**config.mk**
```make
export PLATFORM = sky130hd
export DESIGN_NAME = lsu_biu_flat
export DESIGN_NICKNAME = d
export VERILOG_FILES = /design/src/rtl/lsu_biu_if.sv /design/src/rtl/lsu_biu.sv /design/src/flat_wrapper.sv
export SDC_FILE = /design/constraint.sdc
export NUM_CORES = 1
export LEC_CHECK = 0
export ABC_AREA = 1
export CORE_ASPECT_RATIO = 1.5
export CORE_UTILIZATION = 35
export CTS_CLUSTER_SIZE = 20
export DETAILED_ROUTE_END_ITERATION = 8
export PLACE_DENSITY = 0.77
export SYNTH_ARGS = -nofsm -noshare
export SYNTH_HDL_FRONTEND = slang
export SYNTH_SLANG_ARGS = --single-unit
export TNS_END_PERCENT = 50
```
**constraint.sdc**
```tcl
create_clock -name clk -period 5 [get_ports clk]
set_input_delay 0.5 -clock clk [delete_from_list [all_inputs] [get_ports clk]]
set_output_delay 0.5 -clock clk [all_outputs]
set_load 0.03 [all_outputs]
```
**src/rtl/lsu_biu_if.sv**
```systemverilog
// Load/store unit to bus interface unit signal bundle.
// Carries the address-generation handshake and the single-beat bus channel.
interface lsu_biu_if;
    logic        hs_ag4ls_val;
    logic        hs_ls4ag_rdy;
    logic [31:0] i_adr;
    logic [31:0] i_wdat;
    logic [3:0]  i_wen;
    logic        i_ren;
    logic [1:0]  i_ld_size;
    logic        i_ld_u;
    logic [31:0] o_rdat;
    logic        o_err;
    logic        o_bus_cmd_val;
    logic        i_bus_cmd_rdy;
    logic [31:0] o_bus_adr;
    logic [31:0] o_bus_wdat;
    logic [3:0]  o_bus_wen;
    logic        o_bus_ren;
    logic        i_bus_rsp_val;
    logic [31:0] i_bus_rsp_dat;
    logic        i_bus_rsp_err;

    modport slave (
        input  hs_ag4ls_val, i_adr, i_wdat, i_wen, i_ren,
        input  i_ld_size, i_ld_u,
        input  i_bus_cmd_rdy, i_bus_rsp_val, i_bus_rsp_dat,
        input  i_bus_rsp_err,
        output hs_ls4ag_rdy, o_rdat, o_err,
        output o_bus_cmd_val, o_bus_adr, o_bus_wdat,
        output o_bus_wen, o_bus_ren
    );

    modport master (
        output hs_ag4ls_val, i_adr, i_wdat, i_wen, i_ren,
        output i_ld_size, i_ld_u,
        output i_bus_cmd_rdy, i_bus_rsp_val, i_bus_rsp_dat,
        output i_bus_rsp_err,
        input  hs_ls4ag_rdy, o_rdat, o_err,
        input  o_bus_cmd_val, o_bus_adr, o_bus_wdat,
        input  o_bus_wen, o_bus_ren
    );
endinterface

```
**src/rtl/lsu_biu.sv**
```systemverilog
// Single-outstanding load/store bus interface unit.
// Shifts store data onto lanes and aligns/extends load responses.
module lsu_biu (
    input logic       clk,
    input logic       rst,
    lsu_biu_if.slave  bus
);
    typedef enum logic [1:0] {IDLE, CMD, RSP, DONE} state_t;

    state_t      state;
    logic [31:0] adr_q;
    logic [31:0] wdat_q;
    logic [31:0] rdat_q;
    logic [3:0]  wen_q;
    logic [1:0]  size_q;
    logic        ren_q;
    logic        u_q;
    logic        err_q;
    logic        cmd_val_q;

    logic        is_wr;
    logic        is_acc;
    logic [2:0]  wcnt;
    logic [1:0]  st_size;
    logic [1:0]  acc_size;
    logic [31:0] wdat_sh;
    logic [31:0] b_sh;
    logic [31:0] h_sh;
    logic [31:0] ld_ext;

    assign is_wr  = |bus.i_wen;
    assign is_acc = is_wr | bus.i_ren;

    assign wcnt = {2'b00, bus.i_wen[0]} + {2'b00, bus.i_wen[1]}
                + {2'b00, bus.i_wen[2]} + {2'b00, bus.i_wen[3]};

    always_comb begin
        st_size = 2'd2;
        unique case (wcnt)
            3'd1:    st_size = 2'd0;
            3'd2:    st_size = 2'd1;
            default: st_size = 2'd2;
        endcase
    end

    assign acc_size = is_wr ? st_size : bus.i_ld_size;

    always_comb begin
        wdat_sh = bus.i_wdat;
        unique case (st_size)
            2'd0:    wdat_sh = {4{bus.i_wdat[7:0]}};
            2'd1:    wdat_sh = {2{bus.i_wdat[15:0]}};
            default: wdat_sh = bus.i_wdat;
        endcase
    end

    assign b_sh = bus.i_bus_rsp_dat >> {adr_q[1:0], 3'b000};
    assign h_sh = bus.i_bus_rsp_dat >> {adr_q[1], 4'b0000};

    // Stores return zero; only loads carry response data forward.
    always_comb begin
        ld_ext = bus.i_bus_rsp_dat;
        unique case (size_q)
            2'd0:    ld_ext = u_q ? {24'h0, b_sh[7:0]}
                                  : {{24{b_sh[7]}}, b_sh[7:0]};
            2'd1:    ld_ext = u_q ? {16'h0, h_sh[15:0]}
                                  : {{16{h_sh[15]}}, h_sh[15:0]};
            default: ld_ext = bus.i_bus_rsp_dat;
        endcase
        if (!ren_q) ld_ext = 32'h0;
    end

    always_ff @(posedge clk) begin
        if (rst) begin
            state     <= IDLE;
            adr_q     <= '0;
            wdat_q    <= '0;
            rdat_q    <= '0;
            wen_q     <= '0;
            size_q    <= '0;
            ren_q     <= 1'b0;
            u_q       <= 1'b0;
            err_q     <= 1'b0;
            cmd_val_q <= 1'b0;
        end else begin
            unique case (state)
                IDLE: begin
                    if (bus.hs_ag4ls_val && is_acc) begin
                        adr_q     <= bus.i_adr;
                        wdat_q    <= wdat_sh;
                        wen_q     <= bus.i_wen;
                        ren_q     <= bus.i_ren & ~is_wr;
                        size_q    <= acc_size;
                        u_q       <= bus.i_ld_u;
                        cmd_val_q <= 1'b1;
                        state     <= CMD;
                    end
                end
                CMD: begin
                    if (bus.i_bus_cmd_rdy) begin
                        cmd_val_q <= 1'b0;
                        state     <= RSP;
                    end
                end
                RSP: begin
                    if (bus.i_bus_rsp_val) begin
                        rdat_q <= ld_ext;
                        err_q  <= bus.i_bus_rsp_err;
                        state  <= DONE;
                    end
                end
                DONE: begin
                    rdat_q <= '0;
                    err_q  <= 1'b0;
                    state  <= IDLE;
                end
            endcase
        end
    end

    // A flushed request still drains through DONE but never signals ready.
    assign bus.hs_ls4ag_rdy = bus.hs_ag4ls_val
                            & (((state == IDLE) & ~is_acc)
                               | (state == DONE));

    assign bus.o_rdat        = rdat_q;
    assign bus.o_err         = err_q;
    assign bus.o_bus_cmd_val = cmd_val_q;
    assign bus.o_bus_adr     = {adr_q[31:2], 2'b00};
    assign bus.o_bus_wdat    = wdat_q;
    assign bus.o_bus_wen     = wen_q;
    assign bus.o_bus_ren     = ren_q;
endmodule

```
**src/flat_wrapper.sv**
```systemverilog
// flat-port wrapper written by rule: the top's interface ports become plain ports
module lsu_biu_flat 
  (clk, rst, bus_hs_ag4ls_val, bus_i_adr, bus_i_wdat, bus_i_wen, bus_i_ren, bus_i_ld_size, bus_i_ld_u, bus_i_bus_cmd_rdy, bus_i_bus_rsp_val, bus_i_bus_rsp_dat, bus_i_bus_rsp_err, bus_hs_ls4ag_rdy, bus_o_rdat, bus_o_err, bus_o_bus_cmd_val, bus_o_bus_adr, bus_o_bus_wdat, bus_o_bus_wen, bus_o_bus_ren);
  lsu_biu_if bus_i ();
  input logic clk;
  input logic rst;
  input wire logic [$bits(bus_i.hs_ag4ls_val)-1:0] bus_hs_ag4ls_val;
  input wire logic [$bits(bus_i.i_adr)-1:0] bus_i_adr;
  input wire logic [$bits(bus_i.i_wdat)-1:0] bus_i_wdat;
  input wire logic [$bits(bus_i.i_wen)-1:0] bus_i_wen;
  input wire logic [$bits(bus_i.i_ren)-1:0] bus_i_ren;
  input wire logic [$bits(bus_i.i_ld_size)-1:0] bus_i_ld_size;
  input wire logic [$bits(bus_i.i_ld_u)-1:0] bus_i_ld_u;
  input wire logic [$bits(bus_i.i_bus_cmd_rdy)-1:0] bus_i_bus_cmd_rdy;
  input wire logic [$bits(bus_i.i_bus_rsp_val)-1:0] bus_i_bus_rsp_val;
  input wire logic [$bits(bus_i.i_bus_rsp_dat)-1:0] bus_i_bus_rsp_dat;
  input wire logic [$bits(bus_i.i_bus_rsp_err)-1:0] bus_i_bus_rsp_err;
  output wire logic [$bits(bus_i.hs_ls4ag_rdy)-1:0] bus_hs_ls4ag_rdy;
  output wire logic [$bits(bus_i.o_rdat)-1:0] bus_o_rdat;
  output wire logic [$bits(bus_i.o_err)-1:0] bus_o_err;
  output wire logic [$bits(bus_i.o_bus_cmd_val)-1:0] bus_o_bus_cmd_val;
  output wire logic [$bits(bus_i.o_bus_adr)-1:0] bus_o_bus_adr;
  output wire logic [$bits(bus_i.o_bus_wdat)-1:0] bus_o_bus_wdat;
  output wire logic [$bits(bus_i.o_bus_wen)-1:0] bus_o_bus_wen;
  output wire logic [$bits(bus_i.o_bus_ren)-1:0] bus_o_bus_ren;
  assign bus_i.hs_ag4ls_val = bus_hs_ag4ls_val;
  assign bus_i.i_adr = bus_i_adr;
  assign bus_i.i_wdat = bus_i_wdat;
  assign bus_i.i_wen = bus_i_wen;
  assign bus_i.i_ren = bus_i_ren;
  assign bus_i.i_ld_size = bus_i_ld_size;
  assign bus_i.i_ld_u = bus_i_ld_u;
  assign bus_i.i_bus_cmd_rdy = bus_i_bus_cmd_rdy;
  assign bus_i.i_bus_rsp_val = bus_i_bus_rsp_val;
  assign bus_i.i_bus_rsp_dat = bus_i_bus_rsp_dat;
  assign bus_i.i_bus_rsp_err = bus_i_bus_rsp_err;
  assign bus_hs_ls4ag_rdy = bus_i.hs_ls4ag_rdy;
  assign bus_o_rdat = bus_i.o_rdat;
  assign bus_o_err = bus_i.o_err;
  assign bus_o_bus_cmd_val = bus_i.o_bus_cmd_val;
  assign bus_o_bus_adr = bus_i.o_bus_adr;
  assign bus_o_bus_wdat = bus_i.o_bus_wdat;
  assign bus_o_bus_wen = bus_i.o_bus_wen;
  assign bus_o_bus_ren = bus_i.o_bus_ren;
  lsu_biu u_core (.clk(clk), .rst(rst), .bus(bus_i));
endmodule
```
==> qor.yml, run 1 <==
layout:
  layout_common_cells: "210 x clkdlybuf4s50_1, 206 x nand2_1, 112 x a21oi_1, 108 x dfxtp_1, 66 x o21ai_0"
  drive_above_1_share_pct: 6.51
  postLayoutCellArea_um2: 7430
  final_common_cell: "clkdlybuf4s50_1"
  utilization_pct: 51.2
  diodes: 0
  synthToLayoutAreaGrowth_pct: 42.7
  fillers: 1436
  nets: 1004
synthesis:
  syn_inst: 734
  ys_warn_count: 0
  synth-seq-area-share_pct: 41.5
  ys.flop_type: "dfxtp_1"
  syn_avg_cell_area_um2: 7.10
  synth_edf_count: 0
  yosys.cell_types.count: 30
  syn_area_um2: 5210
  synth-seq-cells: 108
  async_flop_share_pct: 0
timing:
  grt_setup_unrepaired: "false"
  slew_violations: 0
  final-hold-violation-count: 0
  clock_skew_ps: 7.40
  slew-limit-headroom_pct: 25.6
  finalCriticalPeriod_ps: 3020
  worst_pin_slew_ps: 1120
  fin_setup_tns_ps: 0
  finalCritPeriodShare_pct: 60.5
  timing.fmax_mhz: 331
  setup_viol: 0
drt:
  via_count: 5058
  final_antenna_net_count: 0
  wire_per_inst_um: 14.4
  drc: 0
  routed_wl_mm: 15.7
  drt_iter0_drc: 187
  vias_per_cell: 4.65
  drt-pass1-iter-count: 4
min_path:
  hp-class: "flip-flop to flip-flop"
global_routing:
  grt_pass1_vias: 4684
  grt_pass1_wl_mm: 23.7
  antenna_found_initial: 0
  track_usage_pct: 20.0
  grt_max_degree: 67
  overflow: 0
placed_design:
  port-buffer-count: 211
  gp_congestion: 0.925
  place_hpwl_mm: 11.5
  placedInstanceArea_um2: 7130
die:
  die_h_um: 151
  die_area_um2: 15400
  rows: 54
  io_pins: 214
  core-area_um2: 14500
  die_width_um: 102
  start_util_pct: 35.9
pwr:
  worst_ir_drop_vdd_uv: 225
  leakagePower_uw: 0.00291
  cellPowerDensity_nw_per_um2: 438
setup_path:
  end_kind: "flip-flop"
  worst-path-max-fanout: 32
  cp-start-kind: "input pin"
  critPathKind: "input pin to flip-flop"
  crit_required_ps: 5280
  cp.arrival_ps: 3300
outcome:
  outcome: "finished, final reports clean"
clock_tree:
  clkLatencyLatePin_ps: 340
  clkTransAtPathRegs_ps: 80
  cts.sinks: 108
  cts_tree: "built"
  cts_buffers: 9
  htree_levels: 3
  cts_resized: 0
  postCtsSetupRepairBufs: 0
  hold_buffers: 0
  clock_path_buffers: 2
  cts_root_buf: "clkbuf_16"
run:
  cap_viol_max_count: 0
[sequential cells by signal, indices dropped and copies added, names as in the netlist]
signal and count:
u_core.bus.o_err 1, u_core.size_q 2, u_core.bus.o_bus_ren 1, u_core.bus.o_bus_wen 4, u_core.adr_q 32, u_core.bus.o_bus_wdat 32
u_core.state 2, u_core.bus.o_rdat 32, u_core.bus.o_bus_cmd_val 1, u_core.u_q 1
[logic make-up after synthesis]
logic type	share of synthesized area, %
flops	41.5
buf+inv	11.7
compound gates	19.1
fa+ha+maj	2.06
simple gates	25.5
other cells	0.0720
[stage by stage]
step                      hold slack (ps)  instances  setup WS [ps]  power, uW
after floorplan                       445        735           2550       2130
after global placement                434       1071           1740       2530
after detailed placement              439       1071           1620       2540
after CTS                             451       1087           1960       3290
after global routing                  478       1087           1690       3470
final                                 446       1087           1980       3260
[power breakdown]
part	internal, uW	switching [uW]
sequential	1010	104
clock	398	340
combinational	510	893
total	1920	1340
[cells in the mapped netlist, types with 3 or more instances]
cell	n	area share, %
ha_1	7	1.7
a21oi_1	112	11
buf_4	32	4.6
nand3_1	28	2.7
a21oi_2	10	1.7
dfxtp_1	108	41
clkbuf_1	22	1.6
inv_1	34	2.4
nand2_1	206	15
nor2_1	56	4.0
inv_2	3	0.22
o21ai_0	66	6.3
nand2_2	13	1.6
buf_6	4	0.86
buf_2	14	1.3
[worst max-delay path, stage by stage]
cell and delay [ps]:
clkdlybuf4s50_1 480, inv_1 70, ha_1 310, fa_1 390
ha_1 470, inv_1 90, nand3b_2 170, nand2_1 110
inv_2 350, nand2_1 100, o21ai_0 90, nor2_1 50
nor2_1 120
[routing by layer]
metal	track usage [%]	share of wire (%)	vias up	routed length, um
met5	0	0	-	0
met4	7.03	2.3	0	362
met3	4.61	6.5	22	1030
met2	35.7	52	163	8090
met1	22.8	40	2242	6210
li1	-	-	2631	-
[final cells by class]
type,count,area (um^2),share of cell area [%]
Clock buffer,9,225,3.03
Sequential cell,108,2160,29.1
Multi-Input combinational cell,515,2440,32.8
Timing Repair Buffer,214,2130,28.6
Inverter,38,150,2.02
Tap cell,196,245,3.30
Clock inverter,7,81.3,1.09
[final timing paths]
kind | end | startpoint | cells past startpoint | slack [ps]
setup / recovery | u_core.bus.o_bus_wdat[23] | bus_i_wen[0] | 13 | 1980
hold / removal | u_core.bus.o_bus_cmd_val | u_core.bus.o_bus_cmd_val | 2 | 450
setup reg to reg | u_core.bus.o_rdat[7] | u_core.state[0] | 7 | 2610
hold reg to reg | u_core.bus.o_bus_cmd_val | u_core.bus.o_bus_cmd_val | 2 | 450
Power figures use the tool's default switching activity.
==> run 2, diff against run 1 <==
clock period = 3 ns   (was 5 ns; I/O delays follow)
==> qor.yml, run 2 (same netlist as run 1, synthesis figures left out) <==
min_path:
  hp-class: "flip-flop to flip-flop"  # unchanged
  worstHoldEndpoint: "u_core.bus.o_bus_cmd_val"  # unchanged
  hold_depth: 2  # unchanged
  min-delay-start: "u_core.bus.o_bus_cmd_val"  # unchanged
clock_tree:
  postCtsSetupRepairBufs: 0  # unchanged
  cts_buffers: 9  # unchanged
  htree_levels: 3  # unchanged
  clock_path_buffers: 2  # unchanged
  hold_buffers: 0  # unchanged
  cts.sinks: 108  # unchanged
  clkTransAtPathRegs_ps: 70  # was 80 ps
  cts_root_buf: "clkbuf_16"  # unchanged
  cts_tree: "built"  # unchanged
  clkLatencyLatePin_ps: 340  # about the same
  cts_resized: 0  # unchanged
timing:
  fin_setup_tns_ps: 0  # unchanged
  final-hold-violation-count: 0  # unchanged
  worst_pin_slew_ps: 766  # was 1120 ps
  grt_setup_unrepaired: "false"  # unchanged
  setup_ws_ps: 497  # was 1980 ps
  clock_skew_ps: 4.49  # was 7.40 ps
  slew_violations: 0  # unchanged
  timing.fmax_mhz: 399
  slew-limit-headroom_pct: 48.9  # was 25.6%
  setup_viol: 0  # unchanged
  finalCritPeriodShare_pct: 83.4
  finalCriticalPeriod_ps: 2500
die:
  die_h_um: 151  # unchanged
  io_pins: 214  # unchanged
  core-area_um2: 14500  # unchanged
  die_area_um2: 15400  # unchanged
  rows: 54  # unchanged
  start_util_pct: 35.9  # unchanged
  die_width_um: 102  # unchanged
setup_path:
  max_stage_delay_ps: 490  # was 480 ps
  r2r-end: "u_core.bus.o_rdat[19]"  # was u_core.bus.o_rdat[7]
  r2r_start: "u_core.adr_q[1]"  # was u_core.state[0]
  end_kind: "flip-flop"  # unchanged
  path_delay_family: "adder cells"  # unchanged
  rrSetupSlack_ps: 1020  # was 2610 ps
  cp.arrival_ps: 2740  # was 3300 ps
  critPathSlowestCell: "clkdlybuf4s50_1"  # unchanged
  path_buf_inv: 4  # unchanged
  worst-path-max-fanout: 32  # unchanged
  cp_cell_sequence: "clkdlybuf4s50_1 > inv_1 > ha_1 > fa_1 > ha_1 > inv_1 > nand3b_2 > nand2_1 > inv_2 > o21ai_0 > nor2_1 > nor2_1"  # was clkdlybuf4s50_1 > inv_1 > ha_1 > fa_1 > ha_1 > inv_1 > nand3b_2 > nand2_1 > inv_2 > nand2_1 > o21ai_0 > nor2_1 > nor2_1
  crit_required_ps: 3240  # was 5280 ps
  cp-startpoint: "bus_i_wen[0]"  # unchanged
  cp-start-kind: "input pin"  # unchanged
  critPathKind: "input pin to flip-flop"  # unchanged
  rr_worst_depth: 9  # was 7
layout:
  drive_above_1_share_pct: 7.44  # was 6.51%
  diodes: 0  # unchanged
  postLayoutCellArea_um2: 7520  # was 7430 um^2
  regArea_um2: 2160  # unchanged
  fillers: 1420  # was 1,436
  utilization_pct: 51.7  # was 51.2%
  nets: 1013  # was 1,004
  multi_input_area_um2: 2440  # unchanged
  final_common_cell: "clkdlybuf4s50_1"  # unchanged
  layout_common_cells: "210 x clkdlybuf4s50_1, 206 x nand2_1, 112 x a21oi_1, 108 x dfxtp_1, 66 x o21ai_0"  # unchanged
  synthToLayoutAreaGrowth_pct: 44.2  # was 42.7%
pwr:
  switchingPower_uw: 2250  # was 1340 uW
  pwr-share-seq_pct: 33.5  # was 34.2%
  combinationalPowerShare_pct: 44.0  # was 43.1%
  worst_ir_drop_vdd_uv: 490  # was 225 uV
  sw_frac_of_total_pct: 41.1  # about the same
  clkPwrFrac_pct: 22.6  # was 22.7%
  power_uw: 5490  # was 3260 uW
  leakagePower_uw: 0.00295  # was 0.00291 uW
  cellPowerDensity_nw_per_um2: 730  # was 438 nW/um^2
  intPower_uw: 3230  # was 1920 uW
global_routing:
  grt_pass1_wl_mm: 24.1  # was 23.7 mm
  grt_pass1_vias: 4834  # was 4,684
  grt_max_degree: 67  # unchanged
  track_usage_pct: 20.3  # was 20.0%
  overflow: 0  # unchanged
  antenna_found_initial: 2  # was 0
drt:
  vias_per_cell: 4.77  # was 4.65
  final_antenna_net_count: 0  # unchanged
  routed_wl_mm: 16.0  # was 15.7 mm
  drt_iter0_drc: 152  # was 187
  drc: 0  # unchanged
  drt-pass1-iter-count: 4  # unchanged
  via_count: 5228  # was 5,058
  wire_per_inst_um: 14.6  # was 14.4 um
placed_design:
  port-buffer-count: 211  # unchanged
  dpl_worst_slack_ps: 130  # was 1620 ps
  placedInstanceArea_um2: 7210  # was 7130 um^2
  gp_congestion: 0.881  # was 0.925
  place_hpwl_mm: 11.7  # was 11.5 mm
run:
  cap_viol_max_count: 0  # unchanged
outcome:
  outcome: "finished, final reports clean"  # unchanged
[run 2: changes by cell type in the layout (fill, tap and decap cells not counted), sizes merged]
cell,change
clkinvlp,+1
buf,+9
clkinv,-1
[run 2: worst register-to-register path, cell delays in order (launching register included)]
cell     delay, ps
dfxtp_1        670
inv_2          210
nand2_1        100
nand2_1         90
nand2_2         80
nand2_2         80
nand2_4        130
nand3_4        230
nand2_1        160
a21oi_1         70
[run 2: worst max path at each step]
stage | cells after the start | end | slack, ps
final | 12 | u_core.bus.o_bus_wdat[21] | 500
after detailed placement | 12 | u_core.bus.o_bus_wdat[21] | 130
after global placement | 12 | u_core.bus.o_bus_wdat[19] | 210
after global routing | 13 | u_core.bus.o_bus_wdat[20] | 260
after CTS | 8 | bus_hs_ls4ag_rdy | 450
after floorplan | 14 | u_core.bus.o_bus_wdat[19] | 750
[run 2: through the flow]
step / instances / hold WS, ps
after global placement: 1080 / 434
after global routing: 1096 / 482
after CTS: 1096 / 455
final: 1096 / 450
after detailed placement: 1080 / 444
after floorplan: 735 / 443
[run 2: power groups by stage]
| stage | combinational, uW | clock, uW | sequential, uW |
|---|---|---|---|
| 2_1_floorplan | 1450 | 0 | 2110 |
| 3_3_place_gp | 2400 | 0 | 1860 |
| 3_5_place_dp | 2430 | 0 | 1860 |
| 4_1_cts | 2440 | 1280 | 1830 |
| 5_1_grt | 2640 | 1330 | 1870 |
| 6_report | 2410 | 1240 | 1840 |
[run 2: area by class of cell]
type | instances | share of cell area [%]
clock buffers | 9 | 3.00
clock inverters | 7 | 1.10
inverters | 38 | 2.00
multi-input cells | 515 | 32.5
flip-flops and latches | 108 | 28.8
well taps | 196 | 3.26
repair buffers | 223 | 29.4
[run 2: metal layers]
metal  track usage (%)  wire length (um)
met1              22.1              6150
met2              36.6              8200
met3              5.40              1080
met4              8.26               512
met5                 0                23
